[config.mk]
export PLATFORM = sky130hd
export DESIGN_NAME = mips_trace_monitor
export DESIGN_NICKNAME = d
export VERILOG_FILES = /design/src/rtl/mips_trace_monitor.sv
export SDC_FILE = /design/constraint.sdc
export NUM_CORES = 2
export LEC_CHECK = 0
export ABC_AREA = 1
export CAP_MARGIN = 20
export CORE_ASPECT_RATIO = 1.25
export CORE_MARGIN = 4
export CORE_UTILIZATION = 57
export CTS_BUF_LIST = sky130_fd_sc_hd__clkbuf_8
export DETAILED_ROUTE_END_ITERATION = 8
export PLACE_DENSITY = 0.78
export SKIP_LAST_GASP = 1
export SLEW_MARGIN = 20
export SYNTH_ARGS = -nofsm -noshare
export SYNTH_HDL_FRONTEND = slang
export SYNTH_SLANG_ARGS = --single-unit
[constraint.sdc]
create_clock -name clk -period 4.67 [get_ports clk]
set_input_delay 0.934 -clock clk [delete_from_list [all_inputs] [get_ports clk]]
set_output_delay 0.934 -clock clk [all_outputs]
set_load 0.02 [all_outputs]
[src/rtl/mips_trace_monitor.sv]
// Retire-trace monitor: classifies retiring MIPS instructions, keeps saturating class counters
// and buffers {pc, class, wd} records in a FWFT FIFO. Define MIPS_TRACE_TSTAMP_EN for per-record timestamps.
module mips_trace_monitor #(
   parameter int PC_W   = 32,
   parameter int DATA_W = 32,
   parameter int DEPTH  = 16,
   parameter int CNT_W  = 32
) (
   input  logic                       clk,
   input  logic                       rst,
   input  logic                       retire_valid,
   input  logic [PC_W-1:0]            retire_pc,
   input  logic [5:0]                 retire_opcode,
   input  logic [5:0]                 retire_funct,
   input  logic [DATA_W-1:0]          retire_wd,
   input  logic                       trace_en,
   input  logic                       cnt_clr,
   input  logic [3:0]                 cnt_sel,
   output logic [CNT_W-1:0]           cnt_value,
   output logic                       tr_valid,
   input  logic                       tr_ready,
   output logic [PC_W-1:0]            tr_pc,
   output logic [3:0]                 tr_class,
   output logic [DATA_W-1:0]          tr_wd,
   output logic [CNT_W-1:0]           tr_tstamp,
   output logic [$clog2(DEPTH):0]     tr_level,
   output logic                       tr_overflow
);
   localparam int AW   = $clog2(DEPTH);
   localparam int LW   = AW + 1;
   localparam int NCNT = 11;
   localparam logic [LW-1:0] FULL_LVL = LW'(DEPTH);
   localparam logic [AW-1:0] PTR_ONE  = AW'(1);
   localparam logic [LW-1:0] LVL_ONE  = LW'(1);

   function automatic logic [CNT_W-1:0] sat_inc(input logic [CNT_W-1:0] v);
      return (&v) ? v : v + CNT_W'(1);
   endfunction

   logic [3:0] cls;
   logic [3:0] cnt_idx;

   always_comb begin
      cls = 4'd15;
      unique case (retire_opcode)
         6'd0: begin
            unique case (retire_funct)
               6'd32:   cls = 4'd0;
               6'd34:   cls = 4'd1;
               6'd36:   cls = 4'd2;
               6'd37:   cls = 4'd3;
               default: cls = 4'd15;
            endcase
         end
         6'd35:   cls = 4'd4;
         6'd43:   cls = 4'd5;
         6'd4:    cls = 4'd6;
         6'd2:    cls = 4'd7;
         default: cls = 4'd15;
      endcase
      cnt_idx = cls[3] ? 4'd8 : cls;
   end

   logic [CNT_W-1:0] cnt_q [NCNT];
   logic [CNT_W-1:0] cnt_d [NCNT];
   logic [AW-1:0]    wr_ptr_q, wr_ptr_d, rd_ptr_q, rd_ptr_d;
   logic [LW-1:0]    level_q, level_d;
   logic             ovf_q, ovf_d;
   logic             push, pop, full, wr_en, drop;

   assign full  = (level_q == FULL_LVL);
   assign push  = retire_valid & trace_en;
   assign pop   = (level_q != '0) & tr_ready;
   // a full FIFO still accepts a push when the head leaves on the same edge
   assign wr_en = push & (~full | pop);
   assign drop  = push & full & ~pop;

   always_comb begin
      for (int i = 0; i < NCNT; i++) cnt_d[i] = cnt_q[i];
      ovf_d = ovf_q;
      if (cnt_clr) begin
         for (int i = 0; i < NCNT; i++) cnt_d[i] = '0;
         ovf_d = 1'b0;
      end else begin
         if (retire_valid) begin
            cnt_d[cnt_idx] = sat_inc(cnt_q[cnt_idx]);
            cnt_d[9]       = sat_inc(cnt_q[9]);
         end
         if (drop) begin
            cnt_d[10] = sat_inc(cnt_q[10]);
            ovf_d     = 1'b1;
         end
      end
      wr_ptr_d = wr_en ? wr_ptr_q + PTR_ONE : wr_ptr_q;
      rd_ptr_d = pop   ? rd_ptr_q + PTR_ONE : rd_ptr_q;
      level_d  = level_q;
      if (wr_en && !pop)      level_d = level_q + LVL_ONE;
      else if (!wr_en && pop) level_d = level_q - LVL_ONE;
   end

   always_ff @(posedge clk or negedge rst) begin
      if (!rst) begin
         for (int i = 0; i < NCNT; i++) cnt_q[i] <= '0;
         ovf_q    <= 1'b0;
         wr_ptr_q <= '0;
         rd_ptr_q <= '0;
         level_q  <= '0;
      end else begin
         for (int i = 0; i < NCNT; i++) cnt_q[i] <= cnt_d[i];
         ovf_q    <= ovf_d;
         wr_ptr_q <= wr_ptr_d;
         rd_ptr_q <= rd_ptr_d;
         level_q  <= level_d;
      end
   end

   logic [PC_W-1:0]   mem_pc_q  [DEPTH];
   logic [3:0]        mem_cls_q [DEPTH];
   logic [DATA_W-1:0] mem_wd_q  [DEPTH];

   // storage needs no reset: outputs are gated by occupancy
   always_ff @(posedge clk) begin
      if (wr_en) begin
         mem_pc_q[wr_ptr_q]  <= retire_pc;
         mem_cls_q[wr_ptr_q] <= cls;
         mem_wd_q[wr_ptr_q]  <= retire_wd;
      end
   end

   always_comb begin
      cnt_value = '0;
      for (int i = 0; i < NCNT; i++)
         if (cnt_sel == 4'(i)) cnt_value = cnt_q[i];
   end

   assign tr_valid    = (level_q != '0);
   assign tr_pc       = tr_valid ? mem_pc_q[rd_ptr_q]  : '0;
   assign tr_class    = tr_valid ? mem_cls_q[rd_ptr_q] : '0;
   assign tr_wd       = tr_valid ? mem_wd_q[rd_ptr_q]  : '0;
   assign tr_level    = level_q;
   assign tr_overflow = ovf_q;

`ifdef MIPS_TRACE_TSTAMP_EN
   logic [CNT_W-1:0] ts_q, ts_d;
   logic [CNT_W-1:0] mem_ts_q [DEPTH];

   always_comb ts_d = ts_q + CNT_W'(1);

   always_ff @(posedge clk or negedge rst) begin
      if (!rst) ts_q <= '0;
      else      ts_q <= ts_d;
   end

   always_ff @(posedge clk) begin
      if (wr_en) mem_ts_q[wr_ptr_q] <= ts_q;
   end

   assign tr_tstamp = tr_valid ? mem_ts_q[rd_ptr_q] : '0;
`else
   assign tr_tstamp = '0;
`endif

endmodule
* After elaboration in Yosys (flattened, before gate mapping)
Memory sizes are Yosys's and may differ from the RTL's.
Index checks and enable logic that the tools add are counted.
** Storage, ports and cells
- Register bits :: 366
- RAM bits :: 1088
- Input port bits :: 86
- Output and inout bits :: 139
- Logic and storage cells :: 109
- Memories kept :: 3
** Operators by class
- $add $sub $neg :: 7
- Magnitude comparators :: 2
- Equal/unequal tests :: 21
- Muxes and demuxes :: 35
- Bitwise gates (word level) :: 9
- Reductions and logical operators :: 17
** Memory list
- mem_pc_q :: depth 16, width 32, rd ports 1, clocked after Yosys merged registers in 0, write ports 1, line 117 : logic [PC_W-1:0] mem_pc_q [DEPTH];
- mem_wd_q :: depth 16, width 32, rd ports 1, clocked after Yosys merged registers in 0, write ports 1, line 119 : logic [DATA_W-1:0] mem_wd_q [DEPTH];
- mem_cls_q :: depth 16, width 4, rd ports 1, clocked after Yosys merged registers in 0, write ports 1, line 118 : logic [3:0] mem_cls_q [DEPTH];
** Operators by type and width (number)
- 2-to-1 mux 352 bit :: 2
- 2-to-1 mux 32 bit :: 20
- bitwise mux 352 bit :: 1
- binary-select mux 32 bit (select 4 bit) :: 1
- demux 32 bit (select 4 bit) :: 1
- adder 32 x 1 -> 32 bit, second input constant :: 3
- AND reduction 32 bit :: 3
- equality test 6 bit, second input constant :: 6
- case mux 4 bit (5 select lines) :: 1
- equality test 4 x 3 -> 1 bit, second input constant :: 4
- case mux 4 bit (4 select lines) :: 1
- equality test 4 bit, second input constant :: 3
- 2-to-1 mux 5 bit :: 2
- adder 4 x 1 -> 4 bit, second input constant :: 2
- equality test 4 x 2 -> 1 bit, second input constant :: 2
- 2-to-1 mux 4 bit :: 2
- equality test 6 x 2 -> 1 bit, second input constant :: 1
- equality test 6 x 3 -> 1 bit, second input constant :: 1
- logical NOT 6 bit :: 1
- nonzero test 2 bit :: 3
- adder 5 x 1 -> 5 bit, second input constant :: 1
- bitwise AND 1 bit :: 5
- equality test 5 bit, second input constant :: 1
- >= comparator 5 bit, second input constant :: 1
- other kinds (15) :: 23

* Longest topological paths before layout
- Depth in word-level cells :: 14
- Mapped depth :: 26
- Depth with buffers taken out :: 24

* Worst setup path before layout
OpenSTA, ideal clock, no wires.
- Kind :: in2reg
- Start :: input retire_valid
- End :: memory mem_cls_q[11][0] (enable)
- Arrival time :: 4.833 ns
- Required time :: 4.175 ns
- Slack :: -0.658 ns
- Stages :: 5
- Path buffers :: 1
- Cell sequence :: clkbuf_1 -> nand2_1 -> a31oi_1 -> nand2_1 -> nor2_1
** Between the ends
- Word-level cells in the longest chain between the ends :: 4
** Ends and longest elaborated chain
- start: declaration :: line 11 : input logic retire_valid,
- bitwise AND 1 bit :: line 72 : assign push = retire_valid & trace_en;
- bitwise AND 1 bit :: line 75 : assign wr_en = push & (~full | pop);
- via wr_en :: line 69 : logic push, pop, full, wr_en, drop;
- 2-to-1 mux 1 bit :: line 123 : if (wr_en) begin
- 2-to-1 mux 1 bit (not written as such) :: line 125 : mem_cls_q[wr_ptr_q] <= cls;
- end: declaration :: line 118
The timed path passes the listed nets, and every way through them passes these cells.

* Final worst setup path
- Start :: register rd_ptr_q[1]
- End :: output tr_pc[22]
** Between the ends
- Word-level cells in the longest chain between the ends :: 2
** Ends and longest elaborated chain
- start: declaration :: line 66 : logic [AW-1:0] wr_ptr_q, wr_ptr_d, rd_ptr_q, rd_ptr_d;
- start signal: assignment :: line 112 : rd_ptr_q <= rd_ptr_d;
- memory (16 x 32 bit)
- 2-to-1 mux 32 bit :: line 137 : assign tr_pc = tr_valid ? mem_pc_q[rd_ptr_q] : '0;
- end: declaration :: line 22 : output logic [PC_W-1:0] tr_pc,
Every way passes these cells.

==> impl_metrics.toml <==
[placed_design]
io_buffers = 192
post-dp-hpwl_mm = 121
dpl.cell_count = 7820
gp_congestion = 1.02

[global_route]
overflow = 0
grtUsageTotal = 0.337
grt_pass1_vias = 50419
antenna_found_initial = 15
grt_max_degree = 141
grt_pass1_wl_mm = 302

[floorplan]
die_h_um = 385
start_util = 0.573
core_area_mm2 = 0.113
rows = 138
die_w_um = 310
die_area_mm2 = 0.119
ios = 225

[logic_synthesis]
synthDistinctLibCells = 53
syn_avg_cell_area_um2 = 10.3
synth-edff-count = 1088
syn_area_mm2 = 0.0648
yosys_warnings = 0
synth_async_sr_flop_share = 0.252
yosysTopAreaCell = "edfxtp_1"
ys_ff_latch = 1454
syn_inst = 6262
synth_seq_area_share = 0.646
yosys-top-cells-area = "edfxtp_1, dfrtp_1, nand2_1"
synth_ff_type = "edfxtp_1"
synth_top_area_share = 0.504

[setup_path]
crit_start = "rd_ptr_q[1]"
critical_path.max_fanout = 134
cp.required_ps = 3740
worstSetupPathType = "register to output port"
reg2regPathDepth = 19
endpoint = "tr_pc[22]"
rr_startpoint = "cnt_q[0]"
reg2reg_slack_ps = 420
worstPathArrival_ps = 3700
cp-start-kind = "register"
cp-end-kind = "output port"
timing.rr.end = "cnt_q[21]"

[routing]
routedWlPerCell_um = 24.6
wl_mm = 202
drt_first_pass_iters = 6
avgViaCountPerCell = 6.27
drt_iter0_markers = 6639
drc = 0
antenna_left = 0
vias = 51559

[sta]
worst_slew_pin_slew_ps = 1170
finalCritPeriodShare = 0.992
rsz0062_at_grt = "true"
finalHoldViolCount = 0
hold_slack_ps = 477
fin_worst_skew_ps = 44.1
fin_crit_ps = 4630
finalMaxSlewViolations = 0
maxSlewHeadroom = 0.220
max_freq_mhz = 216
setup_viol = 0

[power]
ir_drop_mv = 0.658
p_leak_nw = 28.3
power_density_mw_per_mm2 = 486

[cells_and_area]
fin_cells = 8219
multiInputGateArea_mm2 = 0.0200
fill_cells = 8246
seq_area_mm2 = 0.0418
nets = 6673
drive_gt1_frac = 0.107
area_delta_synth_final_pct = 15.0

[clocking]
cts_sinks = 1454
clk_pin_slew_ps = 70
numCtsBuffers = 215
cts_max_level = 4
cts_tree = "yes"
clk_latency_ps = 940
clockBufferDepth = 3
cts_root_buf = "clkbuf_8"

[status]
status = "completed"

[job]
maxCapViolations = 0

[hold_path]
whs_path_depth = 2
hold_path.class = "register to register"
==> flip-flops by register name, indices dropped and copies added (netlist names) <==
name,flops
tr_overflow,1
tr_level,5
mem_pc_q,512
wr_ptr_q,4
cnt_q,352
mem_wd_q,512
mem_cls_q,64
rd_ptr_q,4
==> critical path, stage by stage, from the launching register on <==
cell	delay [ps]
dfrtp_4	550
buf_16	360
o21ai_0	220
o221ai_1	270
o211ai_1	150
a21oi_1	270
clkdlybuf4s50_1	720
==> how the worst min path moves through the flow <==
stage | startpoint | endpoint | slack (ps)
floorplan | cnt_q[114] | cnt_q[114] | 450
global placement | cnt_q[304] | cnt_q[304] | 460
detailed placement | cnt_q[212] | cnt_q[212] | 470
CTS | cnt_q[337] | cnt_q[337] | 480
global route | cnt_q[138] | cnt_q[138] | 500
finish | cnt_q[337] | cnt_q[337] | 480
==> cell usage after synthesis, types with 9 or more instances <==
cell       number
nand3b_1       14
nor2_2         16
xor2_1         17
dfrtp_1       366
buf_6          17
o221ai_1      202
nor2_1        789
o211ai_1       90
inv_1         363
o22ai_1       112
xnor2_1        13
nand2_4        24
buf_2          49
nand2_1      1309
nor4_1         17
a221oi_1       26
edfxtp_1     1088
or2_2          12
a21oi_1       128
nand3_1       262
buf_4          43
o21ai_0       703
nor3_1         26
clkbuf_1      305
o2111ai_1      31
buf_1          12
inv_2           9
ha_1           12
nand4_1        85
o21ai_1        52
==> repair_timing <==
| action | 4_1_cts | 5_1_grt |
|---|---|---|
| cloned | 3 | 0 |
| endpoints found under the setup margin | 51 | 47 |
| hold buffers | 1 | 0 |
| hold endpoints to repair | 10 | 0 |
| gates resized for setup | 33 | 47 |
| setup buffers | 3 | 0 |
==> layer usage <==
metal  GRT usage  share of wire  vias up
met4       0.207          0.066       12
met3      0.0740           0.10      842
met5           0        0.00042        -
li1            -              -    22621
met1       0.406           0.35    24663
met2       0.554           0.48     3421
==> metrics by stage <==
stage | setup WS (ps) | cell area, um^2 | power (mW) | util | setup TNS [ps]
after global routing | -82.8 | 74500 | 37.8 | 0.659 | -471
after detailed placement | -239 | 70200 | 26.5 | 0.620 | -608
after global placement | -201 | 70200 | 26.1 | 0.620 | -317
after CTS | 4.21 | 74300 | 36.2 | 0.657 | 0
final | 35.0 | 74500 | 36.2 | 0.659 | 0
after floorplan | -658 | 64900 | 21.6 | - | -446190
==> cell type report <==
type                       instances  share of cell area
sequential                      1454               0.562
multi-input combinational       4035               0.269
timing repair buffer             491              0.0732
clock buffer                     225              0.0416
tap                             1470              0.0247
inverter                         377              0.0195
clock inverter                   155              0.0105
antenna                           12            0.000403
==> cells in the final DEF, fill, tap and decap left out, drive strengths merged, types with 86 or more instances in the layout <==
cell           count
o22ai            112
nor2             812
o211ai            90
o221ai           202
clkdlybuf4s50    159
buf              306
nand2           1343
dfrtp            366
edfxtp          1088
nand4             86
a21oi            128
o21ai            756
nand3            270
clkbuf           225
inv              464
==> report_power, final <==
group	internal [mW]	total, mW	switching, mW
Clock	4.58	9.46	4.88
Sequential	14.5	14.8	0.294
Combinational	3.99	12.0	8.03
Total	23.0	36.2	13.2
==> kinds of logic after synthesis <==
family,Yosys count,share of synthesized area
buffers and inverters,804,0.0522
and+or+nand+nor,2585,0.167
AOI/OAI and AO/OA,1375,0.128
adders and majority gates,13,0.00263
DFF,1454,0.646
other,1,0.0000579
xor gates and xnor gates,30,0.00405
Power figures use the tool's default switching activity.
